--- config.mk ---
export PLATFORM = sky130hd
export DESIGN_NAME = bp_me_mem_cmd_arbiter
export DESIGN_NICKNAME = d
export VERILOG_FILES = /design/src/rtl/bp_me_pkg.sv /design/src/rtl/bp_me_mem_cmd_arbiter_fifo.sv /design/src/rtl/bp_me_mem_cmd_arbiter.sv
export SDC_FILE = /design/constraint.sdc
export NUM_CORES = 1
export LEC_CHECK = 0
export ABC_AREA = 0
export BUFFER_PORTS_ARGS = -buffer_cell sky130_fd_sc_hd__clkbuf_2
export CAP_MARGIN = 10
export CORE_AREA = 4 4 256 258
export CTS_CLUSTER_SIZE = 28
export DETAILED_ROUTE_END_ITERATION = 16
export DIE_AREA = 0 0 260 262
export GPL_ROUTABILITY_DRIVEN = 0
export GPL_TIMING_DRIVEN = 0
export PLACE_DENSITY = 0.3
export SYNTH_ARGS = -nofsm -noshare
export SYNTH_HDL_FRONTEND = slang
export SYNTH_SLANG_ARGS = --single-unit
export TNS_END_PERCENT = 10
--- constraint.sdc ---
create_clock -name clk_i -period 9 [get_ports clk_i]
set_clock_uncertainty 0.2 [all_clocks]
set_input_delay 0.45 -clock clk_i [delete_from_list [all_inputs] [get_ports clk_i]]
set_output_delay 0.45 -clock clk_i [all_outputs]
set_load 0.1 [all_outputs]
--- src/rtl/bp_me_pkg.sv ---
// Shared memory-engine definitions: requester-id sizing, outstanding-command
// default and the BedRock memory message layout used to size the datapath.
package bp_me_pkg;

  localparam int bp_me_req_id_width_gp      = 2;
  localparam int bp_me_max_outstanding_gp   = 8;

  typedef enum logic [1:0] {
    e_bp_cfg_default = 2'd0,
    e_bp_cfg_wide    = 2'd1
  } bp_cfg_e;

  localparam int bp_cfg_gp = int'(e_bp_cfg_default);

  typedef struct packed {
    logic [15:0] payload;
    logic [2:0]  size;
    logic [39:0] addr;
    logic [3:0]  msg_type;
  } bp_bedrock_mem_header_s;

  function automatic int bp_bedrock_mem_msg_width(input int cfg);
    return $bits(bp_bedrock_mem_header_s) + ((cfg == int'(e_bp_cfg_wide)) ? 128 : 64);
  endfunction

endpackage

--- src/rtl/bp_me_mem_cmd_arbiter_fifo.sv ---
// Small 1-read/1-write FIFO holding requester tags of outstanding commands,
// with asynchronous active-low reset of the pointers (storage is not reset).
module bsg_fifo_1r1w_small #(
  parameter int width_p = 2,
  parameter int els_p   = 8
) (
  input  logic               clk_i,
  input  logic               reset_n_i,
  input  logic               v_i,
  output logic               ready_o,
  input  logic [width_p-1:0] data_i,
  output logic               v_o,
  output logic [width_p-1:0] data_o,
  input  logic               yumi_i
);

  localparam int ptr_w = (els_p > 1) ? $clog2(els_p) : 1;

  // Extra MSB on each pointer distinguishes full from empty on wrap.
  logic [ptr_w:0]       wptr_q, wptr_d, rptr_q, rptr_d;
  logic [width_p-1:0]   mem_q [els_p];
  logic                 full, empty, push;

  assign empty   = (wptr_q == rptr_q);
  assign full    = (wptr_q[ptr_w] != rptr_q[ptr_w]) &&
                   (wptr_q[ptr_w-1:0] == rptr_q[ptr_w-1:0]);
  assign ready_o = ~full;
  assign v_o     = ~empty;
  assign data_o  = mem_q[rptr_q[ptr_w-1:0]];
  assign push    = v_i & ~full;

  always_comb begin
    wptr_d = wptr_q;
    rptr_d = rptr_q;
    if (push)             wptr_d = wptr_q + {{ptr_w{1'b0}}, 1'b1};
    if (yumi_i & ~empty)  rptr_d = rptr_q + {{ptr_w{1'b0}}, 1'b1};
  end

  always_ff @(posedge clk_i or negedge reset_n_i) begin
    if (!reset_n_i) begin
      wptr_q <= '0;
      rptr_q <= '0;
    end else begin
      wptr_q <= wptr_d;
      rptr_q <= rptr_d;
    end
  end

  always_ff @(posedge clk_i) begin
    if (push) mem_q[wptr_q[ptr_w-1:0]] <= data_i;
  end

endmodule

--- src/rtl/bp_me_mem_cmd_arbiter.sv ---
// Round-robin arbiter funnelling requester commands to one memory port and
// routing in-order memory responses back via a tag FIFO, with credit limiting.
module bp_me_mem_cmd_arbiter
  import bp_me_pkg::*;
#(
  parameter int bp_params_p       = bp_cfg_gp,
  parameter int num_req_p         = 2,
  parameter int max_outstanding_p = bp_me_max_outstanding_gp,
  localparam int msg_w            = bp_bedrock_mem_msg_width(bp_params_p),
  localparam int cred_w           = $clog2(max_outstanding_p) + 1
) (
  input  logic                       clk_i,
  input  logic                       reset_n_i,
  input  logic [num_req_p*msg_w-1:0] req_cmd_i,
  input  logic [num_req_p-1:0]       req_cmd_v_i,
  output logic [num_req_p-1:0]       req_cmd_ready_o,
  output logic [msg_w-1:0]           req_resp_o,
  output logic [num_req_p-1:0]       req_resp_v_o,
  input  logic [num_req_p-1:0]       req_resp_yumi_i,
  output logic [msg_w-1:0]           mem_cmd_o,
  output logic                       mem_cmd_v_o,
  input  logic                       mem_cmd_ready_i,
  input  logic [msg_w-1:0]           mem_resp_i,
  input  logic                       mem_resp_v_i,
  output logic                       mem_resp_yumi_o,
  output logic [cred_w-1:0]          credits_o,
  output logic                       err_o
);

  localparam int id_w = bp_me_req_id_width_gp;
  localparam logic [cred_w-1:0] max_c = cred_w'(max_outstanding_p);

  logic [cred_w-1:0]        credits_q, credits_d;
  logic [id_w-1:0]          rr_q, rr_d, hold_id_q, hold_id_d, win;
  logic                     hold_q, hold_d, err_q, err_d;
  logic                     any_v, arb_en, accept, pop, resp_ok;
  logic                     fifo_ready, fifo_v;
  logic [id_w-1:0]          head;
  logic [num_req_p-1:0]     head_oh;
  logic [2*num_req_p-1:0]   v_rot;

  // Rotate valids so bit 0 is the requester the search starts from.
  always_comb begin : arb_search
    int idx;
    idx   = 0;
    win   = rr_q;
    any_v = 1'b0;
    v_rot = {req_cmd_v_i, req_cmd_v_i} >> rr_q;
    for (int k = num_req_p - 1; k >= 0; k--) begin
      if (v_rot[k]) begin
        idx = int'(rr_q) + k;
        if (idx >= num_req_p) idx = idx - num_req_p;
        win   = id_w'(idx);
        any_v = 1'b1;
      end
    end
    for (int i = 0; i < num_req_p; i++) begin
      if (hold_q && (hold_id_q == id_w'(i)) && req_cmd_v_i[i]) win = id_w'(i);
    end
  end

  // Gating with reset_n_i keeps every handshake output quiet during reset.
  assign arb_en      = reset_n_i & fifo_ready & (credits_q < max_c);
  assign mem_cmd_v_o = arb_en & any_v;
  assign accept      = mem_cmd_v_o & mem_cmd_ready_i;

  always_comb begin
    mem_cmd_o       = '0;
    req_cmd_ready_o = '0;
    for (int i = 0; i < num_req_p; i++) begin
      if (win == id_w'(i)) begin
        mem_cmd_o          = req_cmd_i[i*msg_w +: msg_w];
        req_cmd_ready_o[i] = accept;
      end
    end
  end

  always_comb begin
    for (int i = 0; i < num_req_p; i++) head_oh[i] = (head == id_w'(i));
  end

  assign resp_ok         = mem_resp_v_i & fifo_v;
  assign req_resp_v_o    = resp_ok ? head_oh : '0;
  assign req_resp_o      = mem_resp_i;
  assign pop             = resp_ok & (|(head_oh & req_resp_yumi_i));
  assign mem_resp_yumi_o = pop;
  assign credits_o       = credits_q;
  assign err_o           = err_q;

  always_comb begin
    credits_d = credits_q;
    rr_d      = rr_q;
    hold_d    = hold_q;
    hold_id_d = hold_id_q;
    err_d     = err_q | (mem_resp_v_i & ~fifo_v);
    case ({accept, pop})
      2'b10:   credits_d = credits_q + cred_w'(1);
      2'b01:   credits_d = credits_q - cred_w'(1);
      default: credits_d = credits_q;
    endcase
    if (accept) begin
      rr_d   = (int'(win) == num_req_p - 1) ? '0 : win + id_w'(1);
      hold_d = 1'b0;
    end else if (mem_cmd_v_o) begin
      hold_d    = 1'b1;
      hold_id_d = win;
    end
  end

  always_ff @(posedge clk_i or negedge reset_n_i) begin
    if (!reset_n_i) begin
      credits_q <= '0;
      rr_q      <= '0;
      hold_q    <= 1'b0;
      hold_id_q <= '0;
      err_q     <= 1'b0;
    end else begin
      credits_q <= credits_d;
      rr_q      <= rr_d;
      hold_q    <= hold_d;
      hold_id_q <= hold_id_d;
      err_q     <= err_d;
    end
  end

  bsg_fifo_1r1w_small #(
    .width_p (id_w),
    .els_p   (max_outstanding_p)
  ) tag_fifo (
    .clk_i     (clk_i),
    .reset_n_i (reset_n_i),
    .v_i       (accept),
    .ready_o   (fifo_ready),
    .data_i    (win),
    .v_o       (fifo_v),
    .data_o    (head),
    .yumi_i    (pop)
  );

endmodule

# == Yosys cells after proc, flatten, opt, wreduce, memory -nomap -nowiden ==
# Memory sizes are Yosys's and may differ from the RTL's.
# Cells that the tools add are included.
# word_totals
output_inout_bits,265
in_bits,389
mem_bits_rw,16
memories,1
register_bits,18
wordCells,74
# op_classes
n_eq_ne,9
shifts,1
order_cmp,3
add_sub_neg,8
n_bitwise,14
mux,19
reduce_logical,12
# memory_table
memory,depth,word_bits,rd,rd_ports_with_merged_regs,wr,line_no,rtl
tag_fifo.mem_q,8,2,1,0,1,bp_me_mem_cmd_arbiter_fifo.sv:21,logic [width_p-1:0] mem_q [els_p];
# ops
cell,n
two-way mux 127 bit,2
two-way mux 2 bit,8
"adder 4 x 1 -> 4 bit, second input constant",3
bitwise AND 1 bit,9
"equality test 2 x 1 -> 1 bit, second input constant",4
two-way mux 1 bit,8
case mux 4 bit (2 select lines),1
zero test 2 bit,3
logical AND 1 bit,5
"equality test 2 bit, second input constant",2
equality test 4 bit,1
"less-than comparator 4 bit, second input constant",1
nonzero test 2 bit,2
>> shifter 4 x 2 -> 2 bit,1
"subtractor 2 bit, second input constant",2
"subtractor 4 x 1 -> 4 bit, second input constant",1
"adder 2 x 1 -> 3 bit, second input constant",1
equality test 3 bit,1
">= comparator 3 x 2 -> 1 bit, second input constant",1
NOT 1 bit,3
"adder 2 x 1 -> 2 bit, second input constant",1
bitwise AND 2 bit,1
">= comparator 2 bit, second input constant",1
AND reduction 2 bit,1
3 further kinds,3

# == Longest topological paths before layout ==
# depth
depth_word,10
mapped_depth,14
depth_no_buf,12

# == By module ==
# From an unflattened synthesis, not the netlist that was laid out.
# unflattened
hier_cells,434
area_unflattened_um2,4140.2
# modules_own_cells
mod,instances,cells_each,seq_area_each_um2,area_per_inst_um2
bp_me_mem_cmd_arbiter,1,350,250.2,2847.7
bsg_fifo_1r1w_small,1,84,680.7,1292.5

# == Worst setup path before layout ==
# No wires, ideal clock.
# synth_timing
path_kind,reg2reg
startpoint,register tag_fifo.rptr_q[1]
endpoint,register credits_q[2] (netlist: credits_o[2])
setup_ps,146
required_ps,8654
path_slack_ps,5093
n_path_buf,2
path_stages_with_launch,15
synth_period_minus_slack_ps,3907
arrival_time_ps,3561
path_cell_list,dfrtp_1 -> buf_2 -> mux4_2 -> mux2i_1 -> nand3_1 -> or2_4 -> inv_2 -> ha_1 -> clkbuf_1 -> xor2_1 -> ha_1 -> nor4b_1 -> o21a_1 -> a2111oi_1 -> nand4_1
# synth_via
word_cells_on_any_way,20
cone_classes,eq/ne (5); mux (1); bitwise (9); reduce/logical (4); memory (1)
# synth_lines
element,line_no,rtl
start: declaration,bp_me_mem_cmd_arbiter_fifo.sv:20,"logic [ptr_w:0] wptr_q, wptr_d, rptr_q, rptr_d;"
start signal: assignment,bp_me_mem_cmd_arbiter_fifo.sv:45,rptr_q <= rptr_d;
memory (8 x 2 bit),--,
equality test 2 x 1 -> 1 bit or zero test 2 bit (tied branches),bp_me_mem_cmd_arbiter.sv:79,for (int i = 0; i < num_req_p; i++) head_oh[i] = (head == id_w'(i));
bitwise AND 2 bit,bp_me_mem_cmd_arbiter.sv:85,assign pop = resp_ok & (|(head_oh & req_resp_yumi_i));
OR reduction 2 bit,bp_me_mem_cmd_arbiter.sv:85,
bitwise AND 1 bit *,bp_me_mem_cmd_arbiter.sv:85,
net mem_resp_yumi_o,bp_me_mem_cmd_arbiter.sv:25,"output logic mem_resp_yumi_o,"
equality test 2 x 1 -> 1 bit or equality test 2 bit (tied branches),bp_me_mem_cmd_arbiter.sv:96,"case ({accept, pop})"
case mux 4 bit (2 select lines) or nonzero test 2 bit (tied branches),--,
end signal: assignment,bp_me_mem_cmd_arbiter.sv:118,credits_q <= credits_d;
end: declaration,bp_me_mem_cmd_arbiter.sv:33,"logic [cred_w-1:0] credits_q, credits_d;"
# The timed path passes the listed nets; every way through them passes the cells marked *.
# A chain may end at the register's enable or synchronous reset.

# == Final worst setup path ==
# layout_timing
startpoint,register hold_q
endpoint,output port mem_cmd_o[7]
# layout_via
elab_chain_cells,7
word_cells_on_any_way,10
cone_classes,eq/ne (1); mux (4); reduce/logical (5)
# layout_lines
element,line_no,rtl
start: declaration,bp_me_mem_cmd_arbiter.sv:35,"logic hold_q, hold_d, err_q, err_d;"
start signal: assignment,bp_me_mem_cmd_arbiter.sv:120,hold_q <= hold_d;
logical AND 1 bit (2 in series),bp_me_mem_cmd_arbiter.sv:58,if (hold_q && (hold_id_q == id_w'(i)) && req_cmd_v_i[i]) win = id_w'(i);
two-way mux 2 bit,bp_me_mem_cmd_arbiter.sv:58,
two-way mux 2 bit *,bp_me_mem_cmd_arbiter.sv:58,
zero test 2 bit,bp_me_mem_cmd_arbiter.sv:71,if (win == id_w'(i)) begin
two-way mux 127 bit,bp_me_mem_cmd_arbiter.sv:71,
two-way mux 127 bit *,bp_me_mem_cmd_arbiter.sv:71,
end: declaration,bp_me_mem_cmd_arbiter.sv:20,"output logic [msg_w-1:0] mem_cmd_o,"
# Mark *: on every way between the ends. The rest lies on a longest branch, timed or not.

==> results.py <==
metrics = {
    "global_route": {
        "grt_overflow": 0,
        "gr-usage-all-layers_pct": 9.94,
        "grt_pass1_wl_um": 49600,
        "grt_pass1_vias": 6744,
        "antenna_found_initial": 8,
        "grt_start_max_net_pins": 22,
    },
    "synthesis": {
        "seq_area_frac_synth_pct": 20.9,
        "syn_area_um2": 4440,
        "synth-edff-count": 16,
        "avgSynthCellArea_um2": 6.42,
        "yosysUniqueCellTypes": 44,
        "ys_warn_count": 0,
        "async_flop_share_pct": 52.9,
        "synth_seq_cells": 34,
        "synth_nets": 1085,
        "syn-instance-count": 692,
        "synth_ff_type": "dfrtp_1",
    },
    "setup_path": {
        "path_buf_inv": 3,
        "path_delay_family": "buffers and inverters",
        "rrSetupSlack_ns": 4.89,
        "crit_fanout": 10,
        "arrival_ns": 3.67,
        "rr_worst_depth": 14,
        "cp_slowest_cell": "clkbuf_1",
        "crit_type": "reg -> out",
        "cpMostUsedCell": "clkbuf_1",
        "critPathMaxStageDelay_ns": 0.91,
        "crit_path_end_kind": "primary output",
        "cp-start-kind": "flop",
        "r2r-start": "tag_fifo.rptr_q[1]",
        "crit_chain": "nor2b_1, nand2b_1, o21ai_1, a21o_1, clkbuf_1, clkbuf_1, nand2_1, a21oi_1, clkbuf_2",
        "cp.required_ns": 8.35,
        "reg2reg_to": "credits_o[2]",
    },
    "sta": {
        "maxSlewViolCount": 0,
        "period_minus_slack_ns": 4.32,
        "hold_violations": 0,
        "worstMarginPinSlew_ns": 1.14,
        "post-route-period-util_pct": 48.0,
        "rsz0062_at_grt": "no",
        "slew-limit-headroom_pct": 23.7,
        "setup_viol": 0,
        "max_freq_mhz": 232,
        "final.setup.tns_ns": 0,
    },
    "flow_run": {
        "cap_violations": 0,
    },
    "detailed_routing": {
        "drt_iter0_markers": 226,
        "wl_per_cell_um": 18.2,
        "ant_nets": 0,
        "num_vias": 6493,
        "remaining_drc_errors": 0,
        "wl_um": 37800,
        "via_per_inst": 3.13,
        "first_pass_iters": 4,
    },
    "clock_network": {
        "insertion_delay_ns": 0.28,
        "cts_tree": "built",
        "root_buffer": "clkbuf_16",
        "h-tree-depth": 2,
        "path_clk_slew_ns": 0.06,
        "cts_buffers": 5,
        "clock-sinks": 34,
        "cts_buffer_depth": 2,
    },
    "layout": {
        "post_route_cells_drive_above_1_share_pct": 54.8,
        "final_core_util_pct": 13.2,
        "fillers": 7456,
        "areaGrowthSynthToFinish_pct": 86.9,
        "num-nets-final": 1620,
    },
    "min_path": {
        "worstHoldStart": "mem_resp_v_i",
        "min_to": "err_o",
        "min_path_cells": 3,
        "min_path_type": "in -> reg",
    },
    "die": {
        "die_y_um": 262,
        "num_io_pins": 654,
        "die_w_um": 260,
        "rows": 92,
        "initial_utilization_pct": 7.06,
        "die-area_um2": 68100,
        "core_um2": 63000,
    },
    "placement": {
        "dpl.hpwl_um": 34100,
        "portBuffers": 526,
    },
    "power_and_ir_drop": {
        "p_leak_uw": 0.00436,
        "vdd_drop_max_uv": 228,
        "finalPower_uw": 3280,
        "power_density_nw_per_um2": 395,
    },
    "outcome": {
        "status": "finished clean",
    },
}
-- synth_stat cells, types with 4 or more instances --
library cell  number  area share, %
dfrtp_1           18             10
ha_1               4            1.1
nor2b_1            5           0.70
nor4b_1            4           0.79
nand2_1          261             22
a21oi_1          130             15
mux4_2             4            2.0
buf_1              6           0.51
buf_4            127             21
edfxtp_1          16             11
nor3_1             4           0.45
xnor2_1            9            1.8
nor3b_1            5           0.84
xor2_1             4           0.79
nor2_1             9           0.76
clkbuf_1          43            3.6
-- worst reg2reg max path, delay by kind of cell, from the launching register on --
family / cells / cell delay [ns]
DFF: 1 / 0.34
buffers and inverters: 3 / 0.67
adders and majority gates: 2 / 0.39
xor gates and xnor gates: 1 / 0.19
AOI/OAI and AO/OA: 2 / 0.63
and+or+nand+nor: 4 / 0.80
muxes: 2 / 0.76
-- cells in the final DEF, fill, tap and decap left out, types with 6 or more instances in the layout --
cell / netlist / routed
edfxtp_1: 16 / 16
buf_1: 6 / 6
clkbuf_2: 0 / 526
a21oi_1: 130 / 130
nor2_1: 9 / 9
buf_4: 127 / 127
clkbuf_1: 43 / 43
xnor2_1: 9 / 9
dfrtp_1: 18 / 18
nand2_1: 261 / 261
-- flip-flops by register name (all words and copies together), names as in the netlist --
register,flops
tag_fifo.mem_q,16
credits_o,4
tag_fifo.rptr_q,4
tag_fifo.wptr_q,4
hold_id_q,2
rr_q,2
err_o,1
hold_q,1
-- layout make-up --
type                       instances  area (um2)  area share, %
multi-input combinational        475        2340           28.2
sequential                        34         931           11.2
buffer                           178        1150           13.9
clock inverter                     3        16.3          0.196
tap                              846        1060           12.7
antenna                            2        5.00         0.0603
inverter                           5        18.8          0.226
timing repair buffer             528        2660           32.0
clock buffer                       5         125           1.51
-- metal layers --
metal	wire (um)	GRT usage (%)	vias to the layer above	share of wire, %
met3	2580	2.31	22	6.8
met2	19600	18.2	311	52
li1	-	-	3200	-
met1	15100	12.1	2960	40
met4	486	1.38	0	1.3
met5	0	0	-	0
-- timing repair --
item	CTS	global route
endpoints found under the setup margin	0	0
hold buffers	1	0
gates resized for setup	0	0
buffers inserted	0	0
endpoints found under the hold margin	18	0
-- power by group --
group          total (uW)  switching (uW)  internal, uW
registers             229            25.7           203
clock network         166            65.2           101
logic                2890            2420           473
-- metrics by stage --
step	worst slack (ns)	hold WS (ns)	cell area (um2)	instances
after floorplan	5.09	-0.0456	4440	692
after global routing	4.39	0.240	8300	2074
final	4.68	0.221	8310	2076
after CTS	4.43	0.210	8300	2074
after global placement	4.76	0.258	8140	2064
after detailed placement	4.71	0.271	8150	2065
-- worst max path at each step --
stage | slack (ns) | end | from | cells past startpoint
final | 4.68 | mem_cmd_o[7] | hold_q | 9
after global routing | 4.39 | credits_o[2] | reset_n_i | 13
after CTS | 4.43 | mem_cmd_o[9] | hold_id_q[1] | 9
after detailed placement | 4.71 | mem_cmd_o[9] | req_cmd_v_i[0] | 9
after global placement | 4.76 | mem_cmd_o[8] | req_cmd_v_i[0] | 9
after floorplan | 5.09 | credits_o[2] | tag_fifo.rptr_q[1] | 14
-- logic make-up after synthesis --
logic type                 Yosys count  synth area share [%]
AOI/OAI and AO/OA                  142                  16.8
xor gates and xnor gates            13                  2.56
adders and majority gates            4                  1.13
buffers and inverters              183                  26.4
DFF                                 34                  20.9
muxes                               12                  4.22
and+or+nand+nor                    304                  28.0
(Power assumes the default switching activity.)
